`config.mk`:
```
export PLATFORM = sky130hd
export DESIGN_NAME = bcd_conversion_sequencer
export DESIGN_NICKNAME = d
export VERILOG_FILES = /design/src/rtl/bcd_conversion_sequencer.sv
export SDC_FILE = /design/constraint.sdc
export NUM_CORES = 1
export LEC_CHECK = 0
export CAP_MARGIN = 20
export CORE_MARGIN = 2
export CORE_UTILIZATION = 45
export CTS_CLUSTER_DIAMETER = 30
export DETAILED_ROUTE_END_ITERATION = 8
export GPL_ROUTABILITY_DRIVEN = 0
export HOLD_SLACK_MARGIN = 0.03
export PLACE_DENSITY_LB_ADDON = 0.05
export SYNTH_ARGS = -nofsm -noshare
export SYNTH_HDL_FRONTEND = slang
export SYNTH_SLANG_ARGS = --single-unit
```
`constraint.sdc`:
```
create_clock -name clk -period 2.01 [get_ports clk]
set_clock_uncertainty 0.2 [all_clocks]
set_input_delay 0.402 -clock clk [delete_from_list [all_inputs] [get_ports clk]]
set_output_delay 0.402 -clock clk [all_outputs]
set_load 0.05 [all_outputs]
```
`src/rtl/bcd_conversion_sequencer.sv`:
```
// bcd_conversion_sequencer
//   Serial binary-to-BCD converter that uses the double-dabble (shift-and-add-3) method.
//   A conversion is accepted from IDLE when start is high. It takes WIDTH SHIFT cycles and
//   then one DONE cycle. The result and a one-cycle done pulse become visible together in
//   the cycle after DONE.
//
// Parameters
//   WIDTH       binary input width, 4..9 (the result fits in three BCD digits)
//
// Ports
//   clk         clock; all state changes on the rising edge
//   reset       synchronous, active-high reset
//   start       conversion request; sampled only in IDLE
//   binary_val  unsigned value to convert; captured when start is accepted
//   busy        high while a conversion is in progress (SHIFT or DONE)
//   done        one-cycle pulse that marks a new result on bcd_val_*
//   bcd_val_2   hundreds digit
//   bcd_val_1   tens digit
//   bcd_val_0   units digit
//   blank       leading-zero blanking flags {hundreds, tens, units}. Present only when
//               the macro BCD_BLANK_EN is defined.

module bcd_conversion_sequencer #(
    parameter int unsigned WIDTH = 8
) (
    input  logic             clk,
    input  logic             reset,
    input  logic             start,
    input  logic [WIDTH-1:0] binary_val,
    output logic             busy,
    output logic             done,
    output logic [3:0]       bcd_val_2,
    output logic [3:0]       bcd_val_1,
    output logic [3:0]       bcd_val_0
`ifdef BCD_BLANK_EN
    ,
    output logic [2:0]       blank
`endif
);

    localparam int unsigned CntW = $clog2(WIDTH + 1);

    typedef enum logic [1:0] {
        StIdle,
        StShift,
        StDone
    } state_e;

    state_e state_q, state_d;

    logic [WIDTH-1:0] shift_q;
    logic [11:0]      scratch_q;
    logic [CntW-1:0]  cnt_q;
    logic             done_q;
    logic [3:0]       bcd2_q, bcd1_q, bcd0_q;

    logic [11:0]      scratch_adj;
    logic [11:0]      scratch_step;
    logic [WIDTH-1:0] shift_step;

    // State register
    always_ff @(posedge clk) begin
        if (reset) begin
            state_q <= StIdle;
        end else begin
            state_q <= state_d;
        end
    end

    // Next-state logic
    always_comb begin
        state_d = state_q;
        case (state_q)
            StIdle:  if (start) state_d = StShift;
            // The last step is the one that brings the counter from 1 to 0.
            StShift: if (cnt_q == CntW'(1)) state_d = StDone;
            StDone:  state_d = StIdle;
            default: state_d = StIdle;
        endcase
    end

    // FSM outputs
    always_comb begin
        busy = (state_q != StIdle);
    end

    // One double-dabble step: correct every digit >= 5, then shift {scratch, binary} left.
    always_comb begin
        scratch_adj = scratch_q;
        for (int i = 0; i < 3; i++) begin
            if (scratch_q[4*i +: 4] >= 4'd5) begin
                scratch_adj[4*i +: 4] = scratch_q[4*i +: 4] + 4'd3;
            end
        end
        {scratch_step, shift_step} = {scratch_adj, shift_q} << 1;
    end

    // Datapath and result registers
    always_ff @(posedge clk) begin
        if (reset) begin
            shift_q   <= '0;
            scratch_q <= '0;
            cnt_q     <= '0;
            done_q    <= 1'b0;
            bcd2_q    <= 4'd0;
            bcd1_q    <= 4'd0;
            bcd0_q    <= 4'd0;
        end else begin
            done_q <= 1'b0;
            case (state_q)
                StIdle: begin
                    if (start) begin
                        shift_q   <= binary_val;
                        scratch_q <= '0;
                        cnt_q     <= CntW'(WIDTH);
                    end
                end
                StShift: begin
                    shift_q   <= shift_step;
                    scratch_q <= scratch_step;
                    cnt_q     <= cnt_q - CntW'(1);
                end
                StDone: begin
                    // The outputs change only here, so scratch values never leak out.
                    bcd2_q <= scratch_q[11:8];
                    bcd1_q <= scratch_q[7:4];
                    bcd0_q <= scratch_q[3:0];
                    done_q <= 1'b1;
                end
                default: ;
            endcase
        end
    end

    assign done      = done_q;
    assign bcd_val_2 = bcd2_q;
    assign bcd_val_1 = bcd1_q;
    assign bcd_val_0 = bcd0_q;

`ifdef BCD_BLANK_EN
    logic [2:0] blank_q;

    // Blanking flags are registered in step with the digits. The units digit is never
    // blanked.
    always_ff @(posedge clk) begin
        if (reset) begin
            blank_q <= 3'b000;
        end else if (state_q == StDone) begin
            blank_q[2] <= (scratch_q[11:8] == 4'd0);
            blank_q[1] <= (scratch_q[11:8] == 4'd0) && (scratch_q[7:4] == 4'd0);
            blank_q[0] <= 1'b0;
        end
    end

    assign blank = blank_q;
`endif

endmodule

```
==> impl_metrics.py <==
metrics = {
    "routing": {
        "viasPerCell": 5.17,
        "topRoutingLayerUsed": "met4",
        "ant_nets": 0,
        "drt_iter0_markers": 37,
        "wl_um": 3550,
        "drc": 0,
        "first_pass_iters": 4,
        "dr_total_vias": 1433,
        "wirelength_met1_um": 1610,
        "wl_met2_um": 1690,
        "wl_per_cell_um": 12.8,
        "dr_wl_met3_um": 172,
    },
    "power": {
        "sw_frac_of_total": 0.247,
        "power.switching_uw": 388,
        "power.density_nw_per_um2": 757,
        "p_clk_frac": 0.375,
        "p_leak_uw": 0.000826,
        "p_int_uw": 1180,
        "ir_drop_mv": 0.398,
        "power.share.sequential": 0.521,
        "combPwrFrac": 0.104,
    },
    "setup_path": {
        "path_class": "register to output port",
        "critPathLaunchType": "register",
        "cp.arrival_ps": 1220,
        "cp.required_ps": 1410,
        "ff2ff_path_depth": 6,
        "r2r-end": "scratch_q[1]$_SDFFE_PP0P_",
        "r2r_slack_ps": 230,
        "end_kind": "output port",
        "reg2reg_from": "scratch_q[1]$_SDFFE_PP0P_",
        "worstPathMaxFanout": 9,
    },
    "place": {
        "dpl-instance-area_um2": 1970,
        "dpl.hpwl_um": 2530,
        "portBuffers": 24,
        "place_worst_setup_slack_ps": 69.4,
        "post-place-cells": 269,
    },
    "floorplan": {
        "dieArea_um2": 4280,
        "coreArea_um2": 3630,
        "initial_core_util": 0.468,
        "num_rows": 22,
        "die_x_um": 65.4,
        "chipHeight_um": 65.4,
        "io_pins": 25,
    },
    "yosys": {
        "synth.area.top_cells": "dfxtp_1 46%, nand2_1 8.6%, a21oi_1 5.9%",
        "synth_common_cells": "39 x dfxtp_1, 39 x nand2_1, 21 x nor2_1, 20 x a21oi_1",
        "synth_cells": 201,
        "synth_compound_gate_area_share": 0.177,
        "synth_seq_cells": 39,
        "synthFlopType": "dfxtp_1",
        "synth_top_family_by_area": "simple AND/OR/NAND/NOR gates",
        "synth-xor-area-share": 0.0258,
        "syn_nets": 220,
        "yosysTopAreaCell": "dfxtp_1",
        "synth_edf_count": 0,
        "yosysSeqAreaShare": 0.459,
        "async_flop_share": 0,
        "syn_avg_cell_area_um2": 8.45,
        "synth.cell_area_um2": 1700,
        "synthAdderAreaFrac": 0.0589,
        "synthMuxAreaShare": 0.0243,
        "ys_warn_count": 0,
        "synth_cell_type_count": 29,
        "synth_top_area_share": 0.459,
        "synth-simple-area-share": 0.208,
    },
    "timing": {
        "rsz0062_at_grt": "no",
        "period_share": 0.909,
        "hold_ws_ps": 257,
        "final.min_clock_period_ps": 1830,
        "setup_tns_ps": 0,
        "fin_ws_ps": 184,
        "worstMarginPinSlew_ps": 530,
        "fmax_mhz": 548,
        "slew_headroom": 0.647,
        "hold_viol_final": 0,
        "finalSetupViolCount": 0,
        "slew_viol_final": 0,
    },
    "cts": {
        "clock_path_buffers": 2,
        "postCtsSetupBuffers": 0,
        "cts_tree": "done",
        "clkSinkCount": 39,
        "hold_buffers": 0,
        "clock-root-buffer": "clkbuf_8",
        "clk_latency_ps": 290,
        "cts.htree.levels": 2,
        "postCtsResizedCells": 0,
        "cts_buffers": 5,
        "clk_pin_slew_ps": 80,
    },
    "grt": {
        "track_usage": 0.187,
        "antenna_found_initial": 0,
        "grt_max_degree": 17,
        "grt_pass1_vias": 1354,
        "grt_pass1_wl_um": 6040,
        "grt_overflow": 0,
    },
    "cells_and_area": {
        "diodes": 0,
        "fin_area_um2": 2080,
        "final_cells": 277,
        "drive_gt1_frac": 0.144,
        "nets": 247,
        "area_growth_pct": 22.3,
    },
    "min_path": {
        "hold_path_class": "register to register",
        "min-delay-start": "bcd_val_1[3]$_SDFFE_PP0P_",
        "worstHoldEndpoint": "bcd_val_1[3]$_SDFFE_PP0P_",
        "whs_path_depth": 2,
    },
    "run_status": {
        "status": "completed",
    },
    "run": {
        "cap_violations": 0,
    },
}
## worst max-delay path, stage by stage (launching register included)
cell     delay (ps)
dfxtp_1         400
or2_2           370
buf_12          160
## metal layers
layer | up-vias | GRT usage
li1 | 735 | -
met1 | 664 | 0.211
met2 | 27 | 0.319
met3 | 7 | 0.0634
met4 | 0 | 0.0807
met5 | - | 0
## power groups by stage
stage	Sequential, uW	Combinational [uW]	Clock (uW)
2_1_floorplan	832	108	0
3_3_place_gp	836	158	0
3_5_place_dp	837	164	0
4_1_cts	819	164	605
5_1_grt	823	182	645
6_report	820	164	589
## kinds of logic (layout without fill, tap and decap cells)
kind of cell,count (synthesis),after routing
AO/OA/AOI/OAI,46,46
buffers and inverters,18,46
AND/OR/NAND/NOR,81,81
flip-flops,39,39
multiplexers,4,4
XOR/XNOR,5,5
adder cells (fa/ha/maj),8,8
## placed cells by master, fill, tap and decap left out, drive strengths merged, types with 3 or more instances in the layout
master         instances
a22o                   8
a21oi                 20
nand3                  3
nor3                   4
o21ai                  6
clkbuf                 7
nand2                 39
nor2                  24
nand2b                 5
mux2i                  3
ha                     8
a311oi                 8
xnor2                  3
inv                    8
dfxtp                 39
clkdlybuf4s50         10
buf                   20
## through the flow
step,total power [uW],util
2_1_floorplan,940,-
3_3_place_gp,995,0.543
3_5_place_dp,1000,0.543
4_1_cts,1590,0.572
5_1_grt,1650,0.572
6_report,1570,0.572
## registers in the layout, indices dropped and copies added (netlist names)
register	cells
shift_q	8
bcd_val_2	4
state_q	2
cnt_q	4
bcd_val_0	4
done	1
bcd_val_1	4
scratch_q	12
## layout make-up
class,instances,area [um2]
Fill cell,351,1560
Sequential cell,39,781
Clock inverter,1,7.51
Clock buffer,7,96.3
Tap cell,48,60.1
Timing Repair Buffer,30,263
Multi-Input combinational cell,144,841
Inverter,8,30.0
## worst max path at each step
stage	from	endpoint	slack [ps]
global route	state_q[1]$_SDFFE_PP0P_	busy	130
detailed placement	start	scratch_q[1]$_SDFFE_PP0P_	70
CTS	state_q[1]$_SDFFE_PP0P_	busy	180
finish	state_q[1]$_SDFFE_PP0P_	busy	180
floorplan	scratch_q[5]$_SDFFE_PP0P_	scratch_q[6]$_SDFFE_PP0P_	460
global placement	start	scratch_q[9]$_SDFFE_PP0P_	80
(Power assumes the default switching activity.)
